[src/rtl/dff_compare_monitor.sv]
// dff_compare_monitor
// On-board checker for two flip-flop implementations driven by the same stimulus.
// Every RUN cycle it compares the Q and Qbar outputs of both implementations.
// It also checks that each implementation's outputs are true complements.
// It keeps sticky error flags, a saturating error count, a saturating count of
// compared cycles, and the index of the first failing cycle.
// It finishes in DONE with a pass/fail verdict.

module dff_compare_monitor #(
    parameter int CNT_W        = 16,
    parameter int ERR_W        = 8,
    parameter int HOLDOFF      = 2,
    parameter int STOP_ON_FAIL = 1
) (
    input  logic             clk,
    input  logic             rst,
    input  logic             start,
    input  logic             stop,
    input  logic             q_a,
    input  logic             qb_a,
    input  logic             q_b,
    input  logic             qb_b,
    output logic [1:0]       state,
    output logic             err_q,
    output logic             err_qb,
    output logic             err_comp,
    output logic [ERR_W-1:0] err_cnt,
    output logic [CNT_W-1:0] first_fail_cycle,
    output logic [CNT_W-1:0] cycle_cnt,
    output logic             done,
    output logic             pass
);

    typedef enum logic [1:0] {
        S_IDLE = 2'b00,
        S_HOLD = 2'b01,
        S_RUN  = 2'b10,
        S_DONE = 2'b11
    } state_t;

    // The holdoff counter only needs to hold values from 0 up to HOLDOFF.
    localparam int HOLD_W = (HOLDOFF > 1) ? $clog2(HOLDOFF + 1) : 1;
    localparam logic [HOLD_W-1:0] HOLD_INIT = HOLD_W'(HOLDOFF);
    localparam logic [HOLD_W-1:0] HOLD_ONE  = HOLD_W'(1);
    localparam logic [CNT_W-1:0]  CNT_MAX   = '1;
    localparam logic [ERR_W-1:0]  ERR_MAX   = '1;
    localparam logic [CNT_W-1:0]  CNT_ONE   = CNT_W'(1);
    localparam logic [ERR_W-1:0]  ERR_ONE   = ERR_W'(1);

    state_t            cur_state;
    state_t            nxt_state;
    logic [HOLD_W-1:0] hold_cnt;

    // Next values of the registered datapath.
    logic [HOLD_W-1:0] nxt_hold;
    logic              nxt_err_q;
    logic              nxt_err_qb;
    logic              nxt_err_comp;
    logic [ERR_W-1:0]  nxt_err_cnt;
    logic [CNT_W-1:0]  nxt_ffc;
    logic [CNT_W-1:0]  nxt_cycle;
    logic              nxt_done;
    logic              nxt_pass;

    // Comparison terms use the input values present just before the edge.
    logic mq;
    logic mqb;
    logic mc;
    logic fail;

    assign mq   = q_a ^ q_b;
    assign mqb  = qb_a ^ qb_b;
    assign mc   = ~(q_a ^ qb_a) | ~(q_b ^ qb_b);
    assign fail = mq | mqb | mc;

    assign state = cur_state;

    // State register: synchronous active-low reset returns the checker to IDLE.
    always_ff @(posedge clk) begin
        // NOTE: non-blocking so every register samples the pre-edge value of the others.
        if (!rst) begin
            cur_state <= S_IDLE;
        end else begin
            cur_state <= nxt_state;
        end
    end

    // Next-state logic. start wins over stop and over a mismatch in the same cycle.
    always_comb begin
        // NOTE: default first so no path through the case leaves a latch.
        nxt_state = cur_state;
        if (start) begin
            nxt_state = (HOLDOFF == 0) ? S_RUN : S_HOLD;
        end else begin
            case (cur_state)
                S_HOLD: begin
                    // Leave HOLD on the edge where the counter reads 1.
                    // That edge ends exactly HOLDOFF cycles spent in HOLD.
                    if (hold_cnt <= HOLD_ONE) begin
                        nxt_state = S_RUN;
                    end
                end
                S_RUN: begin
                    // The compare for this edge still happens; DONE is entered afterwards.
                    if (stop || (fail && (STOP_ON_FAIL != 0))) begin
                        nxt_state = S_DONE;
                    end
                end
                default: begin
                    // IDLE and DONE are left only by start or reset; stop is ignored.
                end
            endcase
        end
    end

    // Output/datapath next-value logic: counters, sticky flags and the verdict.
    always_comb begin
        nxt_hold     = hold_cnt;
        nxt_err_q    = err_q;
        nxt_err_qb   = err_qb;
        nxt_err_comp = err_comp;
        nxt_err_cnt  = err_cnt;
        nxt_ffc      = first_fail_cycle;
        nxt_cycle    = cycle_cnt;

        if (start) begin
            // A new run discards every result of the previous run.
            nxt_hold     = HOLD_INIT;
            nxt_err_q    = 1'b0;
            nxt_err_qb   = 1'b0;
            nxt_err_comp = 1'b0;
            nxt_err_cnt  = '0;
            nxt_ffc      = '0;
            nxt_cycle    = '0;
        end else begin
            case (cur_state)
                S_HOLD: begin
                    if (hold_cnt != '0) begin
                        nxt_hold = hold_cnt - HOLD_ONE;
                    end
                end
                S_RUN: begin
                    // Once saturated, cycle_cnt stays at all-ones while comparisons continue.
                    if (cycle_cnt != CNT_MAX) begin
                        nxt_cycle = cycle_cnt + CNT_ONE;
                    end
                    if (fail) begin
                        nxt_err_q    = err_q | mq;
                        nxt_err_qb   = err_qb | mqb;
                        nxt_err_comp = err_comp | mc;
                        if (err_cnt != ERR_MAX) begin
                            nxt_err_cnt = err_cnt + ERR_ONE;
                        end
                        // A zero count means this is the first failure of the run.
                        // The index recorded is the 0-based cycle number before it increments.
                        if (err_cnt == '0) begin
                            nxt_ffc = cycle_cnt;
                        end
                    end
                end
                default: begin
                    // IDLE and DONE hold every result.
                end
            endcase
        end

        // done and pass are registered from the next state.
        // This lets the verdict appear on the same edge that enters DONE.
        nxt_done = (nxt_state == S_DONE);
        nxt_pass = (nxt_state == S_DONE) && (nxt_err_cnt == '0);
    end

    // Datapath registers. A reset clears everything, including a run in progress.
    always_ff @(posedge clk) begin
        if (!rst) begin
            hold_cnt         <= '0;
            err_q            <= 1'b0;
            err_qb           <= 1'b0;
            err_comp         <= 1'b0;
            err_cnt          <= '0;
            first_fail_cycle <= '0;
            cycle_cnt        <= '0;
            done             <= 1'b0;
            pass             <= 1'b0;
        end else begin
            hold_cnt         <= nxt_hold;
            err_q            <= nxt_err_q;
            err_qb           <= nxt_err_qb;
            err_comp         <= nxt_err_comp;
            err_cnt          <= nxt_err_cnt;
            first_fail_cycle <= nxt_ffc;
            cycle_cnt        <= nxt_cycle;
            done             <= nxt_done;
            pass             <= nxt_pass;
        end
    end

endmodule
[config.mk]
export PLATFORM = sky130hd
export DESIGN_NAME = dff_compare_monitor
export DESIGN_NICKNAME = d
export VERILOG_FILES = /design/src/rtl/dff_compare_monitor.sv
export SDC_FILE = /design/constraint.sdc
export NUM_CORES = 1
export LEC_CHECK = 0
export CAP_MARGIN = 5
export CORE_MARGIN = 2
export CORE_UTILIZATION = 30
export CTS_BUF_LIST = sky130_fd_sc_hd__clkbuf_4 sky130_fd_sc_hd__clkbuf_8
export CTS_CLUSTER_DIAMETER = 30
export CTS_CLUSTER_SIZE = 30
export DETAILED_ROUTE_END_ITERATION = 8
export GPL_ROUTABILITY_DRIVEN = 1
export MAX_ROUTING_LAYER = met4
export PLACE_DENSITY = 0.62
export SYNTH_ARGS = -nofsm -noshare
export SYNTH_HDL_FRONTEND = slang
export SYNTH_SLANG_ARGS = --single-unit
[constraint.sdc]
create_clock -name clk -period 3.4 [get_ports clk]
set_input_delay 0.51 -clock clk [delete_from_list [all_inputs] [get_ports clk]]
set_output_delay 0.51 -clock clk [all_outputs]
set_load 0.1 [all_outputs]
# [Word-level counts from Yosys, hierarchy flattened]
# Index checks and enable logic that the tools add are counted.
[word_totals] output_inout_bits=47 wordCells=57 ff_bits=49
[classes] reduce_logical=13 add_sub_neg=3 n_eq_ne=5 muxes=11 n_lt_le_gt_ge=1 bitwise=13
[op_table] cell="two-way mux 8 bit" count=4
[op_table] cell="adder 16 x 1 -> 16 bit (second input constant)" count=1
[op_table] cell="logical NOT 8 bit" count=2
[op_table] cell="!= test 16 bit (second input constant)" count=1
[op_table] cell="two-way mux 2 bit" count=6
[op_table] cell="adder 8 x 1 -> 8 bit (second input constant)" count=1
[op_table] cell="!= test 8 bit (second input constant)" count=1
[op_table] cell="AND reduction 2 bit" count=4
[op_table] cell="bitwise OR 1 bit" count=6
[op_table] cell="nonzero test 2 bit" count=3
[op_table] cell="== test 2 bit (second input constant)" count=2
[op_table] cell="one-hot mux 2 bit (2 select lines)" count=1
[op_table] cell="bitwise XOR 1 bit" count=4
[op_table] cell="NOT 1 bit" count=3
[op_table] cell="AND reduction 3 bit" count=1
[op_table] cell="== test 2 x 1 -> 1 bit (second input constant)" count=1
[op_table] cell="<= comparator 2 x 1 -> 1 bit (second input constant)" count=1
[op_table] cell="OR reduction 2 bit" count=1
[op_table] cell="subtractor 2 x 1 -> 2 bit (second input constant)" count=1
[op_table] cell="logical AND 1 bit" count=1
[op_table] cell="logical OR 1 bit" count=1

# [Longest topological paths before layout]
# Gate-level depths: netlist of run 1.
[logic_depth] depth_word=10 ltp_mapped=8 mapped_depth_nobuf=8

# [Worst setup path after synthesis of run 1]
# No wires, ideal clock.
[synth_timing] path_kind="register -> register" startpoint="reg cur_state[1], in the netlist state[1]" endpoint="reg pass" path_stages_with_launch=8 setup_ns=0.134 arrival_ns=2.596 path_slack_ns=0.670 period_less_slack_ns=2.730 required_time_ns=3.266 cell_sequence="dfxtp_1 ha_1 inv_1 or3_4 nor2_8 mux2_4 a41oi_2 nor4_2"
[synth_between] elab_chain_len=5 elab_cells_between_ends=11
[synth_lines] item="from (decl)" line="50" source="state_t cur_state;"
[synth_lines] item="from (signal assigned)" line="84" source="cur_state <= nxt_state;"
[synth_lines] item="== test 2 bit, or another cell as far along" line="95, 136"
[synth_lines] item="one-hot mux 2 bit (2 select lines) or two-way mux 8 bit (tied branches)" line="95, 136"
[synth_lines] item="two-way mux 2 bit or two-way mux 8 bit (tied branches)" line="92, 126"
[synth_lines] item="== test 2 bit or logical NOT 8 bit (tied branches)" line="170" source="nxt_pass = (nxt_state == S_DONE) && (nxt_err_cnt == '0);"
[synth_lines] item="logical AND 1 bit *" line="170"
[synth_lines] item="to (signal assigned)" line="194" source="pass <= nxt_pass;"
[synth_lines] item="to (decl)" line="31" source="output logic pass"
# Mark *: on every way between the ends. The rest lies on a longest branch, timed or not.
# A chain may end at the register's enable or synchronous reset.

# [Final worst setup path of run 1]
[layout_timing] startpoint="reg err_cnt[0]" endpoint="out err_cnt[0]"
[layout_lines] item="from (decl)" line="27" source="output logic [ERR_W-1:0] err_cnt,"
[layout_lines] item="from (signal assigned)" line="190" source="err_cnt <= nxt_err_cnt;"
# No word-level cell between the ends.

==> impl_summary.txt, run 1 <==
----------------------------------------------------
[Clock network]
  Clk sink count ... between 40 and 50
  # Post-CTS Setup Buffers ... 0
  Clock tree from TritonCTS ... done
  CTS root buf ... sky130_fd_sc_hd__clkbuf_8
  Clock slew at reported path FFs ... ~0.090 ns
  Maximum number of buffers from clock root to sink ... 2
  Total clock buffers created by CTS ... 5
  CTS hold repair buffers ... 0
  Maximum level of the CTS H-tree ... 2
  Total of cells resized after clock tree synthesis ... 0
  Clock network latency to the later pin of the worst-skew pair ... 0.30 ns

[Detailed routing]
  Remaining design rule violation count ... 0
  Antenna Nets Post-Route ... 0
  Wire length after detailed routing ... 5.02 mm
  Detailed-router iteration count before antenna repair ... 4
  Via density per instance ... 4.72
  Routed via count ... 1892
  DRT iter0 DRCs ... between 40 and 50
  Average wire length per cell after detail routing ... between 10 and 15 um

[Layout]
  Number of inserted filler cells in the final layout ... roughly 750
  Post-layout nets ... 315
  Area added between synthesis and finish ... 31.9%
  Commonest non-fill, non-tap cell in the layout ... sky130_fd_sc_hd__nor2_1
  Share of the core filled with cells ... 41.1%
  Fraction of final layout cells with drive strength greater than 1 ... about a tenth
  Commonest cells after routing, fill and taps aside ... sky130_fd_sc_hd__nor2_1, sky130_fd_sc_hd__dfxtp_1, sky130_fd_sc_hd__clkdlybuf4s50_1, sky130_fd_sc_hd__mux2i_1, sky130_fd_sc_hd__xor2_1
  Antenna diodes ... 0

[Timing]
  Post-route clock period utilization ... 74.2%
  Worst Tran Pin Value ... 0.989 ns
  Final Hold Vio Count ... 0
  Shortest clock period the worst path allows after layout ... 2.52 ns
  Top achievable clock speed ... a little under 400 MHz
  Max_slew headroom ... 33.9%
  Setup tns final ... 0 ns
  Number of setup violations in the final report ... 0
  Final setup skew ... 0.00406 ns
  Unrepaired setup endpoints after global routing ... false
  Final number of max-transition violations ... 0

[Logic synthesis]
  Number of enable-type register cells in the synthesized netlist ... 0
  Main combinational cell family by area after synthesis ... simple AND/OR/NAND/NOR gates
  Fraction of the mapped netlist area in adder cells ... under 10%
  Fraction of synthesized cell area taken by the top area cell type ... 43.0%
  Area fraction in compound gates after synthesis ... 4.71%
  Xor/xnor cell area share of the yosys netlist ... 9.59%
  Count of cell types in the netlist ... 36
  Average footprint of a synthesized cell ... 9.17 um^2
  Sequential area share after synthesis ... 43.0%
  Top cells by area in the synthesized netlist ... sky130_fd_sc_hd__dfxtp_1, sky130_fd_sc_hd__mux2i_1, sky130_fd_sc_hd__nor2_1, sky130_fd_sc_hd__xor2_1, sky130_fd_sc_hd__xnor2_1
  Yosys warnings ... 0
  Async set or reset register ratio after synthesis ... 0%
  Largest area contributor in the netlist ... sky130_fd_sc_hd__dfxtp_1
  Synthesized net count ... roughly 260
  Synthesized-area fraction occupied by and/or/nand/nor cells ... 25.2%
  Multiplexer fraction of the synthesized cell area ... 10.4%
  Register bit total from synthesis ... 49
  Cell count after synthesis ... 249
  Total standard cell area after synthesis ... ~2300 um^2
  Most instantiated flip-flop cell in the synthesis netlist ... sky130_fd_sc_hd__dfxtp_1

[Pwr]
  Gate power share ... under 10%
  Power share of the clock group ... 39.4%
  Worst supply voltage drop on vdd ... 0.173 mV
  Reported net switching power ... approximately 250 uW
  Internal power ... 846 uW
  Fraction of power consumed by sequential logic ... 52.9%
  Sw Ratio ... a little under a quarter
  Power per standard cell area ... between 300 and 400 nW/um^2
  Leak Pwr ... ~1 nW

[Floorplanning]
  Initial core utilization ... 31.1%
  Chip width ... 91.2 um
  Floorplan die area ... ~8300 um^2
  Die Span Y ... 91.2 um
  Num ports ... 55
  Total core area ... 7330 um^2
  Row count ... 31

[Setup path]
  CP Launch Type ... register
  Startpoint of the most critical setup path ... err_cnt[0]
  Kind of cell with the highest combined delay on the critical path ... buffers and inverters
  Critical path capture point type ... output port
  Number of cells on the critical path ... 1
  Number of buffer and inverter stages on the critical path ... 1
  Worst Path Class, Setup ... reg -> out
  Required @ worst endpoint ... 2.89 ns
  Number of cells on the worst reg-to-reg path ... 8
  Arrival time reported for the critical path endpoint ... around 2 ns
  Crit path max-delay cell type ... sky130_fd_sc_hd__clkdlybuf4s50_1
  Series of cell instances along the critical path ... clkdlybuf4s50_1
  Worst setup slack for register-to-register paths ... between 1 and 1.5 ns
  Maximum cell stage delay along the critical path ... 1.21 ns
  Worst Setup EP ... err_cnt[0]
  Critical R2R Launch ... state[0]
  CP Max Fanout ... 8
  Worst R2R End ... pass

[Placement]
  Detailed placer's ending HPWL ... 3.53 mm
  Final estimated routing congestion in global placement ... 0.776
  Number of buffers added on ports ... 54

[Global route]
  First-pass GRT wire length ... 8.52 mm
  Global route total overflow ... 0
  Largest net degree at the start of global routing ... 44
  Antenna violations before repair ... 0
  Tot GR Track Use ... 13.0%
  Number of global-route vias before repair ... 1773

[Run]
  Number of max-cap violations ... 0

[Run status]
  Result of the run ... finished clean

[Min path]
  Path class of the lowest-slack min-delay path ... reg -> reg

----------------------------------------------------
[synth_stat cells, drive strengths merged, types with 9 or more instances]
| cell type | instances |
|---|---|
| xor2 | 16 |
| mux2i | 21 |
| nand3 | 11 |
| nor2 | 53 |
| clkbuf | 9 |
| nand4 | 9 |
| xnor2 | 9 |
| nand2 | 13 |
| inv | 12 |
| dfxtp | 49 |
[area by class of cell]
class                           instances  area [um^2]  area share [%]
Multi-Input combinational cell        178         1210            40.2
Timing Repair Buffer                   55          531            17.6
Clock buffer                            6         82.6            2.74
Inverter                               12         45.0            1.50
Tap cell                               99          124            4.11
Clock inverter                          2         37.5            1.25
Sequential cell                        49          981            32.6
[stage by stage]
step | power [mW] | cells | worst slack, ns | hold WS [ns] | instance area (um^2)
floorplan | 0.653 | 249 | 0.670 | 0.441 | 2280
global placement | 0.679 | 393 | 0.789 | 0.449 | 2890
detailed placement | 0.680 | 393 | 0.707 | 0.455 | 2890
CTS | 1.12 | 401 | 0.862 | 0.470 | 3010
global route | 1.15 | 401 | 0.811 | 0.493 | 3010
finish | 1.10 | 401 | 0.876 | 0.468 | 3010
[power by group through the flow]
| stage | clock [mW] | sequential, mW | combinational (mW) |
|---|---|---|---|
| after floorplan | 0 | 0.613 | 0.0409 |
| after global placement | 0 | 0.595 | 0.0842 |
| after detailed placement | 0 | 0.595 | 0.0849 |
| after CTS | 0.453 | 0.581 | 0.0852 |
| after global routing | 0.479 | 0.582 | 0.0915 |
| final | 0.433 | 0.581 | 0.0840 |
[registers in the layout (all words and copies together), names as in the netlist]
name and cells:
cycle_cnt 16, first_fail_cycle 16, err_cnt 8, hold_cnt 2
state 2, done 1, err_comp 1, err_q 1
err_qb 1, pass 1
[routing by layer]
metal	track usage, %	wire [um]	vias to the layer above
met5	-	0	-
met4	4.17	70	0
met3	3.32	225	7
met2	20.2	2340	49
met1	16.7	2380	898
li1	-	-	938
[logic make-up after synthesis]
group / after synthesis
multiplexers: 23
flip-flops: 49
buffers and inverters: 22
AND/OR/NAND/NOR: 109
AO/OA/AOI/OAI: 15
XOR/XNOR: 25
adder cells (fa/ha/maj): 6
[worst min-delay path by stage]
stage	cells past startpoint	end	start
2_1_floorplan	2	hold_cnt[0]	hold_cnt[0]
3_3_place_gp	2	err_qb	err_qb
3_5_place_dp	2	hold_cnt[0]	hold_cnt[0]
4_1_cts	2	hold_cnt[0]	hold_cnt[0]
5_1_grt	2	hold_cnt[0]	hold_cnt[0]
6_report	2	hold_cnt[0]	hold_cnt[0]
Power figures use the tool's default switching activity.
==> run 2, diff against run 1 <==
--- a/config.mk
+++ b/config.mk
@@ -14,7 +14,7 @@
 export DETAILED_ROUTE_END_ITERATION = 8
 export GPL_ROUTABILITY_DRIVEN = 1
 export MAX_ROUTING_LAYER = met4
-export PLACE_DENSITY = 0.62
+export PLACE_DENSITY = 0.64
 export SYNTH_ARGS = -nofsm -noshare
 export SYNTH_HDL_FRONTEND = slang
 export SYNTH_SLANG_ARGS = --single-unit
==> constraint.sdc (replaced) <==
create_clock -name clk -period 2.3 [get_ports clk]
set_input_delay 0.345 -clock clk [delete_from_list [all_inputs] [get_ports clk]]
set_output_delay 0.345 -clock clk [all_outputs]
set_load 0.1 [all_outputs]
==> run 2 against run 1 <==
  * Die area is the same
  * Clock skew is 0.0035 ns higher
  * Sequential cell count is the same
  * Critical path type is now in -> reg
  * Highest routed layer unchanged
==> impl_summary.txt, run 2 (synthesized netlist as in run 1, its figures left out) <==
----------------------------------------------------
[Layout]
  Area added between synthesis and finish ... 33.1% (was 31.9%)
  Antenna diodes ... 0 (unchanged)
  Post-route non-filler standard cell count ... 413 (was 401)
  Non-Filler Cell Area, Final ... 3040 um^2 (was 3010 um^2)
  Post-layout nets ... 328 (was 315)
  Commonest cells after routing, fill and taps aside ... sky130_fd_sc_hd__buf_4, sky130_fd_sc_hd__nor2_1, sky130_fd_sc_hd__dfxtp_1, sky130_fd_sc_hd__mux2i_1, sky130_fd_sc_hd__dfxtp_2 (was sky130_fd_sc_hd__nor2_1, sky130_fd_sc_hd__dfxtp_1, sky130_fd_sc_hd__clkdlybuf4s50_1, sky130_fd_sc_hd__mux2i_1, sky130_fd_sc_hd__xor2_1)
  Commonest non-fill, non-tap cell in the layout ... sky130_fd_sc_hd__buf_4 (was sky130_fd_sc_hd__nor2_1)
  Number of inserted filler cells in the final layout ... 734 (was 751)
  Seq. cell area ... 1010 um^2 (was 981 um^2)
  Area of the multi-input gates ... 1210 um^2 (unchanged)
  Share of the core filled with cells ... 41.5% (was 41.1%)
  Fraction of final layout cells with drive strength greater than 1 ... 32.5% (was 9.60%)
  Leading registers by flop count ... cycle_cnt x16, first_fail_cycle x16, err_cnt x8 (unchanged)

[Clock network]
  CTS hold repair buffers ... 0 (unchanged)
  Clock tree from TritonCTS ... done (unchanged)
  Maximum number of buffers from clock root to sink ... 2 (unchanged)
  Maximum level of the CTS H-tree ... 2 (unchanged)
  Total clock buffers created by CTS ... 5 (unchanged)
  # Post-CTS Setup Buffers ... 0 (unchanged)
  Clock slew at reported path FFs ... 0.09 ns (about the same)
  CTS root buf ... sky130_fd_sc_hd__clkbuf_8 (unchanged)
  Clk sink count ... 49 (unchanged)
  Total of cells resized after clock tree synthesis ... 0 (unchanged)
  Clock network latency to the later pin of the worst-skew pair ... 0.30 ns (about the same)

[Timing]
  Final Hold Vio Count ... 0 (unchanged)
  Top achievable clock speed ... around 480 MHz
  Max_slew headroom ... 60.8% (was 33.9%)
  Shortest clock period the worst path allows after layout ... about 2.1 ns
  Worst Tran Pin Value ... 0.583 ns (was 0.989 ns)
  Post-route clock period utilization ... 90.3%
  Final number of max-transition violations ... 0 (unchanged)
  Final setup skew ... 0.00752 ns (was 0.00406 ns)
  Number of setup violations in the final report ... 0 (unchanged)
  Unrepaired setup endpoints after global routing ... false (unchanged)

[Detailed routing]
  Remaining design rule violation count ... 0 (unchanged)
  Average wire length per cell after detail routing ... 12.8 um (was 12.5 um)
  Via density per instance ... 4.67 (was 4.72)
  Wire length after detailed routing ... 5.29 mm (was 5.02 mm)
  Antenna Nets Post-Route ... 0 (unchanged)
  Detailed-router iteration count before antenna repair ... 4 (unchanged)
  Routed via count ... 1930 (was 1892)
  DRT iter0 DRCs ... 59 (was 46)

[Floorplanning]
  Total core area ... 7330 um^2 (unchanged)
  Row count ... 31 (unchanged)
  Floorplan die area ... 8330 um^2 (unchanged)
  Initial core utilization ... 31.1% (unchanged)
  Num ports ... 55 (unchanged)
  Chip width ... 91.2 um (unchanged)
  Die Span Y ... 91.2 um (unchanged)

[Pwr]
  Fraction of power consumed by sequential logic ... 53.4% (was 52.9%)
  Internal power ... 1.23 mW (was 846 uW)
  Sw Ratio ... 23.5% (was 23.0%)
  Power per standard cell area ... 529 nW/um^2 (was 365 nW/um^2)
  Reported net switching power ... 378 uW (was 252 uW)
  Worst supply voltage drop on vdd ... 0.232 mV (was 0.173 mV)
  Leak Pwr ... 1.16 nW (was 1.01 nW)
  Power share of the clock group ... 37.9% (was 39.4%)
  Gate power share ... 8.6% (was 7.6%)

[Setup path]
  Critical path capture point type ... register (was output port)
  CP Launch Type ... input pin (was register)
  Arrival time reported for the critical path endpoint ... 2.29 ns (was 2.01 ns)
  CP Max Fanout ... 4 (was 8)
  Required @ worst endpoint ... 2.52 ns (was 2.89 ns)
  Worst Path Class, Setup ... in -> reg (was reg -> out)

[Placement]
  Final estimated routing congestion in global placement ... 0.807 (was 0.776)
  Detailed placer's ending HPWL ... 3.94 mm (was 3.53 mm)
  Inst Count DP ... 406 (was 393)
  Placement-stage cell area ... 2930 um^2 (was 2890 um^2)
  Number of buffers added on ports ... 54 (unchanged)

[Run]
  Number of max-cap violations ... 0 (unchanged)

[Global route]
  First-pass GRT wire length ... 8.83 mm (was 8.52 mm)
  Tot GR Track Use ... 13.6% (was 13.0%)
  Antenna violations before repair ... 0 (unchanged)
  Global route total overflow ... 0 (unchanged)
  Number of global-route vias before repair ... 1829 (was 1773)
  Largest net degree at the start of global routing ... 31 (was 44)

[Min path]
  Path class of the lowest-slack min-delay path ... reg -> reg (unchanged)

[Run status]
  Result of the run ... finished clean (unchanged)

----------------------------------------------------
run 2: changes by cell type in the layout (fill, tap and decap cells not counted), sizes merged:
cell / delta
clkinvlp: -1
clkdlybuf4s50: -40
inv: +1
buf: +53
clkbuf: -1
run 2: worst max-delay path, cell delays in order:
cell	delay (ns)
sky130_fd_sc_hd__clkdlybuf4s50_1	0.49
sky130_fd_sc_hd__and4bb_4	0.24
sky130_fd_sc_hd__or3_4	0.45
sky130_fd_sc_hd__nor3_1	0.20
sky130_fd_sc_hd__mux2i_1	0.29
sky130_fd_sc_hd__a41oi_2	0.14
sky130_fd_sc_hd__nor4_2	0.13
run 2: routing by layer:
layer  up-vias  global-route usage (%)  share of wire (%)
li1        967                       -                  -
met1       909                    17.8                 47
met2        49                    21.2                 48
met3         5                    2.90                4.6
met4         0                    3.79               0.85
met5         -                       -                  0
run 2: final cells by class:
cell class                      instances  share of cell area, %
Tap cell                               99                   4.08
Sequential cell                        49                   33.2
Multi-Input combinational cell        178                   39.9
Clock inverter                          2                   1.28
Timing Repair Buffer                   68                   17.8
Clock buffer                            5                   2.26
Inverter                               12                   1.48
run 2: final timing paths:
check / cells past startpoint / endpoint / slack, ns / startpoint
worst min-delay path: 2 / err_q / 0.48 / err_q
worst min register to register: 2 / err_q / 0.48 / err_q
worst max-delay path: 7 / pass / 0.22 / qb_a
worst max register to register: 8 / pass / 0.33 / state[0]
run 2: through the flow:
step / total power, mW / worst slack, ns / TNS, ns / hold slack (ns)
after floorplan: 0.966 / -0.0239 / -0.0239 / 0.441
after CTS: 1.63 / 0.203 / 0 / 0.480
final: 1.61 / 0.223 / 0 / 0.481
after detailed placement: 1.02 / -0.105 / -0.155 / 0.465
after global placement: 1.02 / -0.0503 / -0.0503 / 0.451
after global routing: 1.68 / 0.0782 / 0 / 0.504
run 2: power groups by stage:
stage | Sequential [mW] | Clock, mW | Combinational, mW
4_1_cts | 0.859 | 0.637 | 0.139
3_3_place_gp | 0.878 | 0 | 0.137
6_report | 0.859 | 0.609 | 0.138
5_1_grt | 0.860 | 0.676 | 0.149
2_1_floorplan | 0.905 | 0 | 0.0603
3_5_place_dp | 0.879 | 0 | 0.138
==> run 3, diff against run 2 <==
--- a/config.mk
+++ b/config.mk
@@ -6,7 +6,6 @@
 export NUM_CORES = 1
 export LEC_CHECK = 0
 export CAP_MARGIN = 5
-export CORE_MARGIN = 2
 export CORE_UTILIZATION = 30
 export CTS_BUF_LIST = sky130_fd_sc_hd__clkbuf_4 sky130_fd_sc_hd__clkbuf_8
 export CTS_CLUSTER_DIAMETER = 30
@@ -15,6 +14,7 @@
 export GPL_ROUTABILITY_DRIVEN = 1
 export MAX_ROUTING_LAYER = met4
 export PLACE_DENSITY = 0.64
+export SETUP_SLACK_MARGIN = 0.2
 export SYNTH_ARGS = -nofsm -noshare
 export SYNTH_HDL_FRONTEND = slang
 export SYNTH_SLANG_ARGS = --single-unit
==> run 3 against run 2 <==
  * Setup slack better by 0.052 ns
  * Fmax is 2.6% higher
  * Via count increased by 0.36%
  * Combinational power grew 4%
  * Clock power is 5.7% higher
  * First-iteration DRC count decreased by 10%
  * Core utilization up 1.6 points
  * Largest cell class unchanged
==> impl_summary.txt, run 3 (synthesized netlist as in run 1, its figures left out) <==
----------------------------------------------------
[Timing]
  Number of setup violations in the final report ... 0 (unchanged)
  Final critical-path setup slack ... 0.275 ns (was 0.223 ns)
  Final number of max-transition violations ... 0 (unchanged)
  Worst Tran Pin Value ... 0.558 ns (was 0.583 ns)
  Post-route clock period utilization ... 88.0% (was 90.3%)
  Shortest clock period the worst path allows after layout ... 2.03 ns (was 2.08 ns)
  Final setup skew ... 0.0125 ns (was 0.00752 ns)
  Final Hold Vio Count ... 0 (unchanged)
  Max_slew headroom ... 62.5% (was 60.8%)
  Top achievable clock speed ... 494 MHz (was 481 MHz)
  Unrepaired setup endpoints after global routing ... false (unchanged)

[Run]
  Number of max-cap violations ... 0 (unchanged)

[Clock network]
  Clock tree from TritonCTS ... done (unchanged)
  Clock slew at reported path FFs ... 0.10 ns (was 0.09 ns)
  Clk sink count ... 49 (unchanged)
  CTS root buf ... sky130_fd_sc_hd__clkbuf_8 (unchanged)
  CTS hold repair buffers ... 0 (unchanged)
  Maximum number of buffers from clock root to sink ... 2 (unchanged)
  Total clock buffers created by CTS ... 5 (unchanged)
  Clock network latency to the later pin of the worst-skew pair ... 0.31 ns (was 0.30 ns)
  Maximum level of the CTS H-tree ... 2 (unchanged)

[Setup path]
  Critical path capture point type ... register (unchanged)
  Required @ worst endpoint ... 2.49 ns (was 2.52 ns)
  Worst Path Class, Setup ... in -> reg (unchanged)
  CP Max Fanout ... 8 (was 4)
  CP Launch Type ... input pin (unchanged)
  Arrival time reported for the critical path endpoint ... 2.22 ns (was 2.29 ns)

[Layout]
  Post-layout nets ... 331 (was 328)
  Commonest cells after routing, fill and taps aside ... sky130_fd_sc_hd__buf_4, sky130_fd_sc_hd__nor2_1, sky130_fd_sc_hd__dfxtp_1, sky130_fd_sc_hd__dfxtp_2, sky130_fd_sc_hd__mux2i_1 (was sky130_fd_sc_hd__buf_4, sky130_fd_sc_hd__nor2_1, sky130_fd_sc_hd__dfxtp_1, sky130_fd_sc_hd__mux2i_1, sky130_fd_sc_hd__dfxtp_2)
  Area added between synthesis and finish ... 37.5% (was 33.1%)
  Commonest non-fill, non-tap cell in the layout ... sky130_fd_sc_hd__buf_4 (unchanged)
  Leading registers by flop count ... cycle_cnt x16, first_fail_cycle x16, err_cnt x8 (unchanged)
  Number of inserted filler cells in the final layout ... 776 (was 734)
  Non-Filler Cell Area, Final ... 3140 um^2 (was 3040 um^2)
  Antenna diodes ... 0 (unchanged)
  Fraction of final layout cells with drive strength greater than 1 ... 35.5% (was 32.5%)

[Pwr]
  Fraction of power consumed by sequential logic ... 52.0% (was 53.4%)
  Gate power share ... 8.8% (was 8.6%)
  Power share of the clock group ... 39.2% (was 37.9%)
  Sw Ratio ... 24.5% (was 23.5%)
  Leak Pwr ... 1.24 nW (was 1.16 nW)
  Worst supply voltage drop on vdd ... 0.360 mV (was 0.232 mV)
  Internal power ... 1.24 mW (was 1.23 mW)
  Reported net switching power ... 403 uW (was 378 uW)
  Power per standard cell area ... 523 nW/um^2 (was 529 nW/um^2)

[Floorplanning]
  Floorplan die area ... 7960 um^2 (was 8330 um^2)
  Initial core utilization ... 31.3% (was 31.1%)
  Row count ... 31 (unchanged)
  Total core area ... 7290 um^2 (was 7330 um^2)
  Num ports ... 55 (unchanged)
  Die Span Y ... 89.2 um (was 91.2 um)
  Chip width ... 89.2 um (was 91.2 um)

[Placement]
  Detailed placer's ending HPWL ... 3.70 mm (was 3.94 mm)
  Worst setup slack after placement ... -0.0997 ns (was -0.105 ns)
  Number of buffers added on ports ... 54 (unchanged)
  Placement-stage cell area ... 2960 um^2 (was 2930 um^2)
  Final estimated routing congestion in global placement ... 0.813 (was 0.807)

[Detailed routing]
  Routed via count ... 1937 (was 1930)
  Average wire length per cell after detail routing ... 12.8 um (about the same)
  Remaining design rule violation count ... 0 (unchanged)
  Detailed-router iteration count before antenna repair ... 4 (unchanged)
  DRT iter0 DRCs ... 53 (was 59)
  Via density per instance ... 4.65 (was 4.67)
  Antenna Nets Post-Route ... 0 (unchanged)
  Wire length after detailed routing ... 5.34 mm (was 5.29 mm)

[Min path]
  Path class of the lowest-slack min-delay path ... reg -> reg (unchanged)

[Global route]
  Tot GR Track Use ... 14.1% (was 13.6%)
  Antenna violations before repair ... 0 (unchanged)
  First-pass GRT wire length ... 8.27 mm (was 8.83 mm)
  Number of global-route vias before repair ... 1753 (was 1829)
  Global route total overflow ... 0 (unchanged)
  Largest net degree at the start of global routing ... 44 (was 31)

[Run status]
  Result of the run ... finished clean (unchanged)

----------------------------------------------------
-- run 3: changes by cell type in the layout (fill, tap and decap cells not counted), moves of 2 or more --
cell / change
sky130_fd_sc_hd__nor3_1: -2
sky130_fd_sc_hd__dfxtp_1: -4
sky130_fd_sc_hd__dfxtp_4: +3
sky130_fd_sc_hd__dlymetal6s2s_1: +2
sky130_fd_sc_hd__clkdlybuf4s50_1: -2
-- run 3: metrics by stage --
stage / util [%] / TNS (ns) / instances / power [mW] / hold slack (ns)
6_report: 43.1 / 0 / 417 / 1.64 / 0.470
4_1_cts: 42.2 / 0 / 414 / 1.66 / 0.474
3_5_place_dp: 40.5 / -0.846 / 406 / 1.02 / 0.461
2_1_floorplan: - / 0 / 249 / 0.963 / 0.441
3_3_place_gp: 40.5 / -0.198 / 406 / 1.01 / 0.448
5_1_grt: 43.1 / 0 / 417 / 1.71 / 0.502
-- run 3: power groups by stage --
| stage | sequential (mW) | clock [mW] | combinational (mW) |
|---|---|---|---|
| after global routing | 0.857 | 0.699 | 0.153 |
| after CTS | 0.856 | 0.665 | 0.140 |
| after detailed placement | 0.875 | 0 | 0.140 |
| final | 0.856 | 0.644 | 0.144 |
| after global placement | 0.875 | 0 | 0.139 |
| after floorplan | 0.903 | 0 | 0.0603 |
-- run 3: worst paths after layout --
path	start	end	slack, ns	depth (start not counted)
worst min register to register	hold_cnt[0]	hold_cnt[0]	0.47	2
worst max register to register	state[0]	first_fail_cycle[14]	0.32	9
worst min-delay path	hold_cnt[0]	hold_cnt[0]	0.47	2
worst max-delay path	qb_a	first_fail_cycle[14]	0.27	8
-- run 3: worst max-delay path, stage by stage --
cell	delay (ns)
sky130_fd_sc_hd__clkdlybuf4s50_1	0.44
sky130_fd_sc_hd__and4bb_2	0.27
sky130_fd_sc_hd__or3_4	0.45
sky130_fd_sc_hd__buf_12	0.16
sky130_fd_sc_hd__nor2_8	0.13
sky130_fd_sc_hd__buf_12	0.15
sky130_fd_sc_hd__mux2i_2	0.20
sky130_fd_sc_hd__nor2_1	0.06
-- run 3: per-layer routing --
layer | vias to the layer above | GRT usage (%) | share of wire [%] | wire, um
met5 | - | - | 0 | 0
met4 | 0 | 4.33 | 1.4 | 77
met3 | 7 | 3.69 | 4.1 | 218
met2 | 42 | 22.1 | 47 | 2530
met1 | 914 | 17.7 | 47 | 2520
li1 | 974 | - | - | -
-- run 3: timing repair --
action	CTS	global route
gates resized for setup	0	6
setup endpoints to repair	0	3
buffers inserted	0	2
-- run 3: cell type report --
class | count | area (um^2) | area share [%]
Clock buffer | 5 | 68.8 | 2.19
Clock inverter | 3 | 50.0 | 1.59
Inverter | 12 | 45.0 | 1.43
Multi-Input combinational cell | 178 | 1230 | 39.2
Sequential cell | 49 | 1020 | 32.5
Tap cell | 99 | 124 | 3.94
Timing Repair Buffer | 71 | 598 | 19.0
